<file path="config.mk">
export PLATFORM = sky130hd
export DESIGN_NAME = regfile_write_arbiter
export DESIGN_NICKNAME = d
export VERILOG_FILES = /design/src/rtl/regfile_write_arbiter.sv
export SDC_FILE = /design/constraint.sdc
export NUM_CORES = 1
export LEC_CHECK = 0
export ABC_AREA = 1
export CAP_MARGIN = 20
export CORE_ASPECT_RATIO = 0.75
export CORE_MARGIN = 3
export CORE_UTILIZATION = 44
export DETAILED_ROUTE_END_ITERATION = 10
export GPL_TIMING_DRIVEN = 0
export PLACE_DENSITY = 0.95
export SYNTH_ARGS = -nofsm -noshare
export SYNTH_HDL_FRONTEND = slang
export SYNTH_SLANG_ARGS = --single-unit
</file>
<file path="constraint.sdc">
create_clock -name clk -period 2.45 [get_ports clk]
set_input_delay 0.49 -clock clk [delete_from_list [all_inputs] [get_ports clk]]
set_output_delay 0.49 -clock clk [all_outputs]
set_load 0.03 [all_outputs]
</file>
<file path="src/rtl/regfile_write_arbiter.sv">
// Two-requester register-file write port arbiter (pipeline writeback vs ECALL result)
// with starvation-bounded priority, a one-cycle registered write port and a pending-write scoreboard.
module regfile_write_arbiter #(
  parameter int unsigned STARVE_LIMIT = 4
) (
  input  logic        clk,
  input  logic        reset,
  input  logic        wb_req_valid,
  input  logic [4:0]  wb_req_addr,
  input  logic [63:0] wb_req_data,
  output logic        wb_req_ready,
  input  logic        ec_req_valid,
  input  logic [4:0]  ec_req_addr,
  input  logic [63:0] ec_req_data,
  output logic        ec_req_ready,
  input  logic        reserve_valid,
  input  logic [4:0]  reserve_addr,
  output logic        rf_write_enable,
  output logic [4:0]  rf_write_addr,
  output logic [63:0] rf_write_data,
  output logic [31:0] pending_mask,
  output logic [2:0]  starve_count
);

  generate
    if (STARVE_LIMIT < 1 || STARVE_LIMIT > 7) begin : g_bad_limit
      $error("STARVE_LIMIT must be in 1..7");
    end
  endgenerate

  localparam logic [2:0] LIMIT = 3'(STARVE_LIMIT);

  typedef enum logic {PRIO_EC, PRIO_WB} state_t;

  state_t      state_q, state_d;
  logic [2:0]  starve_q, starve_d;
  logic        we_q, we_d;
  logic [4:0]  waddr_q, waddr_d;
  logic [63:0] wdata_q, wdata_d;
  logic [31:0] pend_q, pend_d;

  logic        grant;
  logic [4:0]  gnt_addr;
  logic [63:0] gnt_data;

  // Readies are gated by reset so nothing can handshake while the block is held in reset.
  assign wb_req_ready = reset & wb_req_valid & (~ec_req_valid | (state_q == PRIO_WB));
  assign ec_req_ready = reset & ec_req_valid & ~wb_req_ready;
  assign grant        = wb_req_ready | ec_req_ready;
  assign gnt_addr     = wb_req_ready ? wb_req_addr : ec_req_addr;
  assign gnt_data     = wb_req_ready ? wb_req_data : ec_req_data;

  always_comb begin
    state_d  = state_q;
    starve_d = starve_q;
    if (wb_req_ready) begin
      starve_d = 3'd0;
      state_d  = PRIO_EC;
    end else if (ec_req_ready && wb_req_valid) begin
      if (starve_q < LIMIT) starve_d = starve_q + 3'd1;
      if (starve_d == LIMIT) state_d = PRIO_WB;
    end
  end

  // x0 requests are accepted but never strobe the file; address/data only move on real writes.
  always_comb begin
    we_d    = grant && (gnt_addr != 5'd0);
    waddr_d = we_d ? gnt_addr : waddr_q;
    wdata_d = we_d ? gnt_data : wdata_q;
  end

  // Clear of the retiring write happens first so a same-edge reserve of that register wins.
  always_comb begin
    pend_d = pend_q;
    if (we_q) pend_d[waddr_q] = 1'b0;
    if (reserve_valid) pend_d[reserve_addr] = 1'b1;
    pend_d[0] = 1'b0;
  end

  always_ff @(posedge clk) begin
    if (!reset) begin
      state_q  <= PRIO_EC;
      starve_q <= 3'd0;
      we_q     <= 1'b0;
      waddr_q  <= 5'd0;
      wdata_q  <= 64'd0;
      pend_q   <= 32'd0;
    end else begin
      state_q  <= state_d;
      starve_q <= starve_d;
      we_q     <= we_d;
      waddr_q  <= waddr_d;
      wdata_q  <= wdata_d;
      pend_q   <= pend_d;
    end
  end

  assign rf_write_enable = we_q;
  assign rf_write_addr   = waddr_q;
  assign rf_write_data   = wdata_q;
  assign pending_mask    = pend_q;
  assign starve_count    = starve_q;

endmodule

</file>
## After elaboration in Yosys (flattened, before gate mapping)

Cells that the tools add are included.

| operators by class | value |
|---|---|
| $add $sub $neg | 1 |
| multiply operators | 0 |
| div/mod/pow operators | 0 |
| magnitude comparators | 5 |
| equal/unequal tests | 1 |
| shift operators | 0 |
| multiplexer cells | 11 |
| bitwise gates (word level) | 12 |
| reduce and logical (&&, ||, !) cells | 7 |

Operators with widths:

| operator | number |
|---|---|
| $mux W32 | 2 |
| $mux W64 | 1 |
| $and A32 B32 Y32 | 1 |
| $not A32 Y32 | 1 |
| $or A32 B32 Y32 | 1 |
| $lt A5 B6 Y1 const B | 2 |
| $demux W1 S5 | 2 |
| $ge A5 B1 Y1 const B | 2 |
| $mux W3 | 3 |
| $mux W5 | 1 |
| $reduce_bool A5 Y1 | 1 |
| $and A1 B1 Y1 | 4 |
| $logic_and A1 B1 Y1 | 4 |
| $add A3 B1 Y3 const B | 1 |
| $eq A3 B3 Y1 const B | 1 |
| $lt A3 B3 Y1 const B | 1 |
| $not A1 Y1 | 3 |
| $mux W1 | 2 |
| $or A1 B1 Y1 | 2 |
| $reduce_and A2 Y1 | 1 |
| $reduce_or A2 Y1 | 1 |

| storage, ports and cells | value |
|---|---|
| bits in registers | 106 |
| bits in latches | 0 |
| bits in writable memories | 0 |
| ROM bits | 0 |
| memories | 0 |

## Logic depth before layout (Yosys ltp)

Gate-level depths: netlist of the first run.

| logic depth | value |
|---|---|
| depth after elaboration | 10 |
| gate-level depth with buffers | 14 |

## Worst setup path before layout of the first run

Ideal clock, no wire load.

| timing | value |
|---|---|
| path type | input to output |
| start point | input reset |
| end point | output ec_req_ready |
| data arrival time | 1.771 ns |
| data required time | 1.960 ns |
| path slack | 0.189 ns |
| stages | 8 |
| path buffers | 3 |
| cell sequence | buf_4 > nand2_2 > inv_4 > nand2_4 > buf_2 > buf_2 > nand2_1 > nor2_1 |

| on the way | value |
|---|---|
| longest elaborated chain between the ends | 4 |
| elaborated cells between the ends (all ways) | 5 |
| classes of those cells | 5 x bitwise |

Ends and longest elaborated chain:

| item | line | text |
|---|---|---|
| start, declared | 7 | `input logic reset,` |
| $and A1 B1 Y1 (2 in series) | 47 | `assign wb_req_ready = reset & wb_req_valid & (~ec_req_valid \| (state_q == PRIO_WB));` |
| $not A1 Y1 | 48 | `assign ec_req_ready = reset & ec_req_valid & ~wb_req_ready;` |
| $and A1 B1 Y1 (*) | 48 |  |
| end, declared | 15 | `output logic ec_req_ready,` |

Every way passes the cells marked *; elsewhere a longest branch is shown, timed or not.

## Worst setup path after layout of the first run

| timing | value |
|---|---|
| start point | input wb_req_valid |
| end point | output ec_req_ready |

| on the way | value |
|---|---|
| longest elaborated chain between the ends | 4 |

Ends and longest elaborated chain:

| item | line | text |
|---|---|---|
| start, declared | 8 | `input logic wb_req_valid,` |
| $and A1 B1 Y1 (2 in series) | 47 |  |
| $not A1 Y1 | 48 |  |
| $and A1 B1 Y1 | 48 |  |

Every way passes these cells.

==> results.sh, run 1 <==
export IMPL_die_x_um=132
export IMPL_p_sw_mw=1.52
export IMPL_core_um2=11200
export IMPL_yosysMostFrequentCell="nand2_1"
export IMPL_multi_input_area_um2=2800
export IMPL_cp_required_ns=1.96
export IMPL_critical_path_class="input port to output pin"
export IMPL_yosys_area_top_type="dfxtp_1"
export IMPL_async_flop_share_pct=0
export IMPL_grt_pass1_wl_um=28300
export IMPL_htree_levels=3
export IMPL_clock_sinks=105
export IMPL_relSlewSlack_pct=21.8
export IMPL_drive_gt1_share_pct=5.35
export IMPL_holdWs_ns=0.477
export IMPL_antenna_found_initial=0
export IMPL_period_share_pct=94.6
export IMPL_overflow=0
export IMPL_synthTopCellsByCount="nand2_1 (309), nor2_1 (147), dfxtp_1 (105), nand3b_1 (67), a21oi_1 (35)"
export IMPL_vias_per_cell=5.06
export IMPL_syn_nets=946
export IMPL_track_usage_pct=26.5
export IMPL_grt_max_degree=20
export IMPL_root_buffer="clkbuf_16"
export IMPL_vias=6188
export IMPL_drc_errors=0
export IMPL_peakVddDrop_mv=0.357
export IMPL_slew_violations=0
export IMPL_p_sw_share_pct=32.3
export IMPL_pwr_share_comb_pct=29.4
export IMPL_synth_ff_latch_count=105
export IMPL_grt_pass1_vias=5777
export IMPL_dr_pass1_iters=5
export IMPL_io_buffers=252
export IMPL_ys_seq_area_share_pct=40.4
export IMPL_yosysWarnings=0
export IMPL_setup_violations=0
export IMPL_clk_pin_slew_ns=0.07
export IMPL_dp_hpwl_um=13900
export IMPL_finalWirelength_um=18200
export IMPL_num_antenna_cells=0
export IMPL_finalHoldViolCount=0
export IMPL_pin_count=255
export IMPL_ff_latch_area_um2=2100
export IMPL_critPathCaptureType="output pin"
export IMPL_syn_inst=797
export IMPL_fin_skew_ns=0.0103
export IMPL_synth_edff_count=0
export IMPL_status="complete, no violations"
export IMPL_hold_path_class="flip-flop to flip-flop"
export IMPL_p_leak_nw=3.60
export IMPL_finalNetCount=1209
export IMPL_netlist_top_cells_area="dfxtp_1 (40%), nand2_1 (22%), nor2_1 (11%)"
export IMPL_die_area_um2=13200
export IMPL_drtAntennaViolNets=0
export IMPL_arrival_ns=1.83
export IMPL_clk_path_buf_depth=2
export IMPL_cp_max_fo=19
export IMPL_rsz0062_at_grt="false"
export IMPL_avgSynthCellArea_um2=6.53
export IMPL_startpoint_type="input port"
export IMPL_period_minus_slack_ns=2.32
export IMPL_fillers=890
export IMPL_ys_types=26
export IMPL_synth_area_um2=5210
export IMPL_ys_flop_type="dfxtp_1"
export IMPL_synth_top_cell_area_share_pct=40.4
export IMPL_cts_buffers=9
export IMPL_drt_iter0_drc=516
export IMPL_cts_tree="yes"
export IMPL_die_h_um=100
export IMPL_max_freq_ghz=0.432
export IMPL_intPower_mw=3.18
export IMPL_power_share_clock_pct=29.8
export IMPL_area_delta_synth_final_pct=58.3
export IMPL_globalplace_congestion=0.881
export IMPL_power_density_nw_per_um2=571
export IMPL_rows=33
export IMPL_utilization_pct=73.4
export IMPL_start_util_pct=46.4
export IMPL_clock_latency_ns=0.35
export IMPL_wire_per_inst_um=14.9
export IMPL_worstMarginPinSlew_ns=1.16
export IMPL_power_frac_seq_pct=40.8
export IMPL_drv_cap=0
-- final timing paths --
check	to	depth (start not counted)	slack (ns)	start
worst max-delay path	ec_req_ready	8	0.13	wb_req_valid
worst min-delay path	pending_mask[21]	2	0.48	pending_mask[21]
worst max register to register	rf_write_data[23]	12	0.49	state_q
worst min register to register	pending_mask[21]	2	0.48	pending_mask[21]
-- power by group through the flow --
| stage | clock network [mW] | registers, mW | logic, mW |
|---|---|---|---|
| finish | 1.40 | 1.92 | 1.38 |
| global route | 1.48 | 1.94 | 1.48 |
| CTS | 1.42 | 1.92 | 1.38 |
| detailed placement | 0 | 1.96 | 1.36 |
| global placement | 0 | 1.95 | 1.34 |
| floorplan | 0 | 2.21 | 0.460 |
-- cell type report --
type	instances	area share, %
repair buffers	254	30.7
well taps	157	2.38
multi-input cells	629	34.0
plain buffers	45	3.14
clock buffers	10	2.78
flip-flops and latches	105	25.5
clock inverters	6	0.728
inverters	16	0.759
-- flip-flops by register name, summed over array words and instances, names as in the netlist --
register         flops
pending_mask        31
starve_count         3
rf_write_addr        5
rf_write_enable      1
rf_write_data       64
state_q              1
-- cells in the final DEF (no fill, tap or decap), drive strengths merged --
| master | instances |
|---|---|
| nand2 | 311 |
| clkdlybuf4s50 | 249 |
| nor2 | 147 |
| dfxtp | 105 |
| nand3b | 67 |
| a21oi | 35 |
| o21ai | 33 |
| buf | 31 |
| clkbuf | 28 |
| nand3 | 19 |
| inv | 19 |
| nor3 | 11 |
| clkinv | 3 |
| or2 | 1 |
| o211ai | 1 |
| mux2 | 1 |
| xnor2 | 1 |
| ha | 1 |
| conb | 1 |
| dlymetal6s2s | 1 |
-- cells by family (layout without fill, tap and decap cells) --
family / Yosys count / in the layout / share of synthesized area, %
DFF: 105 / 105 / 40.4
buffers and inverters: 63 / 331 / 6.05
adders and majority gates: 1 / 1 / 0.240
muxes: 1 / 1 / 0.216
AOI/OAI and AO/OA: 69 / 69 / 6.92
and+or+nand+nor: 556 / 556 / 46.0
xor gates and xnor gates: 1 / 1 / 0.168
other: 1 / 1 / 0.0720
-- stage by stage --
| step | power, mW | area, um^2 | setup TNS (ns) | setup slack [ns] | std cells |
|---|---|---|---|---|---|
| 3_3_place_gp | 3.30 | 7930 | -6.85 | -1.01 | 1206 |
| 3_5_place_dp | 3.32 | 7930 | -8.32 | -1.02 | 1206 |
| 4_1_cts | 4.71 | 8240 | 0 | 0.0156 | 1222 |
| 5_1_grt | 4.90 | 8240 | 0 | 0.0417 | 1222 |
| 2_1_floorplan | 2.67 | 5210 | 0 | 0.189 | 797 |
| 6_report | 4.70 | 8240 | 0 | 0.133 | 1222 |
-- layer usage --
metal / track usage, % / vias to the layer above / part of all wire, %
met5: 0 / - / 0
met4: 9.85 / 0 / 2.7
met3: 10.1 / 39 / 11
met2: 45.6 / 319 / 47
met1: 30.3 / 2783 / 39
li1: - / 3047 / -
-- repair_timing --
item                                    in CTS  in global routing
pin swaps                                    1                  1
endpoints found under the setup margin       2                  6
gates resized for setup                     12                  6
buffers inserted                             2                  0
hold buffers                                 0                  0
-- critical path, cell delays in order --
cell and delay [ns]:
clkdlybuf4s50_1 0.45, nand2_2 0.14, inv_4 0.06, nand2_4 0.11, buf_12 0.17, nand2_2 0.10, nor2_1 0.13, buf_4 0.17
Note: power is estimated with default switching activity, not from simulation.
==> run 2: changes to the inputs <==
--- a/config.mk
+++ b/config.mk
@@ -9,10 +9,10 @@
 export CAP_MARGIN = 20
 export CORE_ASPECT_RATIO = 0.75
 export CORE_MARGIN = 3
-export CORE_UTILIZATION = 44
+export CORE_UTILIZATION = 41
 export DETAILED_ROUTE_END_ITERATION = 10
 export GPL_TIMING_DRIVEN = 0
-export PLACE_DENSITY = 0.95
+export PLACE_DENSITY = 0.9
 export SYNTH_ARGS = -nofsm -noshare
 export SYNTH_HDL_FRONTEND = slang
 export SYNTH_SLANG_ARGS = --single-unit
==> constraint.sdc (replaced) <==
create_clock -name clk -period 2.6 [get_ports clk]
set_input_delay 0.52 -clock clk [delete_from_list [all_inputs] [get_ports clk]]
set_output_delay 0.52 -clock clk [all_outputs]
set_load 0.03 [all_outputs]
==> results.sh, run 2 (synthesized netlist as in run 1, its figures left out) <==
export IMPL_timing_critical_path_buf_inv=4
export IMPL_num_antenna_cells=0
export IMPL_crit_family="buffers and inverters"
export IMPL_drt_iter0_drc=290
export IMPL_clk_path_buf_depth=2
export IMPL_period_minus_slack_ns=2.51
export IMPL_largest_reg_flops=64
export IMPL_grt_pass1_vias=5720
export IMPL_rsz0062_at_grt="false"
export IMPL_multi_input_area_um2=2800
export IMPL_ff_latch_area_um2=2100
export IMPL_globalplace_congestion=0.876
export IMPL_vias_per_cell=4.96
export IMPL_max_freq_ghz=0.399
export IMPL_wire_per_inst_um=14.6
export IMPL_hold_path_class="flip-flop to flip-flop"
export IMPL_post_route_cell_area_um2=8240
export IMPL_dp_worst_setup_slack_ns=-0.961
export IMPL_power_mw=4.44
export IMPL_mostFrequentLayoutCell="nand2_1"
export IMPL_worstMarginPinSlew_ns=1.02
export IMPL_clock_latency_ns=0.34
export IMPL_power_density_nw_per_um2=540
export IMPL_period_share_pct=96.4
export IMPL_pin_count=255
export IMPL_place_area_um2=7930
export IMPL_clock_sinks=105
export IMPL_die_h_um=104
export IMPL_slowest_delay_ns=0.50
export IMPL_cp_required_ns=2.08
export IMPL_root_buffer="clkbuf_16"
export IMPL_antenna_found_initial=0
export IMPL_vias=6070
export IMPL_finalHoldViolCount=0
export IMPL_path_cells="clkdlybuf4s50_1, nand2_2, inv_4, nand2_4, inv_2, dlygate4sd2_1"
export IMPL_critical_path_class="input port to output pin"
export IMPL_die_x_um=136
export IMPL_dr_pass1_iters=5
export IMPL_relSlewSlack_pct=31.7
export IMPL_cp_max_fo=13
export IMPL_peakVddDrop_mv=0.356
export IMPL_rows=34
export IMPL_drtAntennaViolNets=0
export IMPL_slew_violations=0
export IMPL_io_buffers=252
export IMPL_area_delta_synth_final_pct=58.1
export IMPL_track_usage_pct=24.3
export IMPL_finalSetupTns_ns=0
export IMPL_clk_pin_slew_ns=0.08
export IMPL_drive_gt1_share_pct=5.17
export IMPL_dp_hpwl_um=13800
export IMPL_htree_levels=3
export IMPL_cts_tree="yes"
export IMPL_core_um2=12000
export IMPL_start_util_pct=43.4
export IMPL_place_inst=1211
export IMPL_drv_cap=0
export IMPL_p_leak_nw=3.59
export IMPL_finalWirelength_um=17800
export IMPL_final_cell_mix="nand2_1 (307), clkdlybuf4s50_1 (250), nor2_1 (146), dfxtp_1 (105), nand3b_1 (67)"
export IMPL_status="complete, no violations"
export IMPL_worst_slack_ns=0.0928
export IMPL_drc_errors=0
export IMPL_grt_max_degree=21
export IMPL_grt_pass1_wl_um=27900
export IMPL_arrival_ns=1.99
export IMPL_post_cts_buffers=0
export IMPL_finalNetCount=1207
export IMPL_startpoint_type="input port"
export IMPL_cts_buffers=9
export IMPL_overflow=0
export IMPL_critPathCaptureType="output pin"
export IMPL_slowest_stage="clkdlybuf4s50_1"
export IMPL_final_cells=1225
export IMPL_fillers=1038
export IMPL_setup_violations=0
export IMPL_fin_skew_ns=0.00805
export IMPL_die_area_um2=14100
## run 2: cell types whose count changed in the layout (fill, tap and decap cells not counted)
cell             delta
clkinv_2            +1
dlygate4sd2_1       +1
dlymetal6s2s_1      -1
nand2_1             +1
nor2_1              -1
nor2_2              +1
clkbuf_1            -1
clkinv_4            -1
nand2_4             -1
clkbuf_2            -1
clkdlybuf4s50_1     +1
inv_8               +1
buf_4               -2
## run 2: worst register-to-register path: stages (launching register included)
cell,delay [ns]
dfxtp_1,0.31
inv_1,0.05
nand2_2,0.14
nand2_4,0.13
inv_2,0.22
buf_2,0.31
buf_2,0.30
nand2_1,0.09
nand2_1,0.08
nand3b_1,0.10
nand2_1,0.06
nor2_1,0.10
## run 2: per-stage QoR
stage                     hold WS [ns]  utilization (%)
after global routing             0.486             68.6
after CTS                        0.474             68.6
after detailed placement         0.455             66.1
after global placement           0.448             66.1
after floorplan                  0.435                -
final                            0.475             68.6
## run 2: metal layers
metal  part of all wire [%]  wire length, um  vias to the layer above  GRT usage [%]
li1                       -                -                     3039              -
met4                    1.4              244                        0           6.12
met3                     11             1870                       22           8.04
met5                      0                0                        -              0
met1                     40             7170                     2757           28.8
met2                     48             8540                      252           42.3
## run 2: timing repair
action | CTS | global route
setup endpoints to repair | 2 | 1
hold buffers | 0 | 0
gates resized for setup | 12 | 2
## run 2: worst paths after layout
path,start,to,slack [ns],cells past startpoint
setup / recovery,wb_req_valid,wb_req_ready,0.09,6
hold / removal,pending_mask[3],pending_mask[3],0.47,2
setup reg to reg,state_q,rf_write_data[25],0.64,11
hold reg to reg,pending_mask[3],pending_mask[3],0.47,2
## run 2: area by class of cell
type | count | share of cell area (%)
Timing Repair Buffer | 252 | 30.6
Buffer | 45 | 3.14
Multi-Input combinational cell | 629 | 34.0
Inverter | 16 | 0.760
Tap cell | 162 | 2.46
Sequential cell | 105 | 25.5
Clock buffer | 9 | 2.73
Clock inverter | 7 | 0.820
## run 2: where the power goes
part           switching (mW)  internal [mW]  total (mW)
combinational           0.703          0.592        1.30
sequential             0.0737           1.73        1.81
clock                   0.665          0.676        1.34
total                    1.44           3.00        4.44
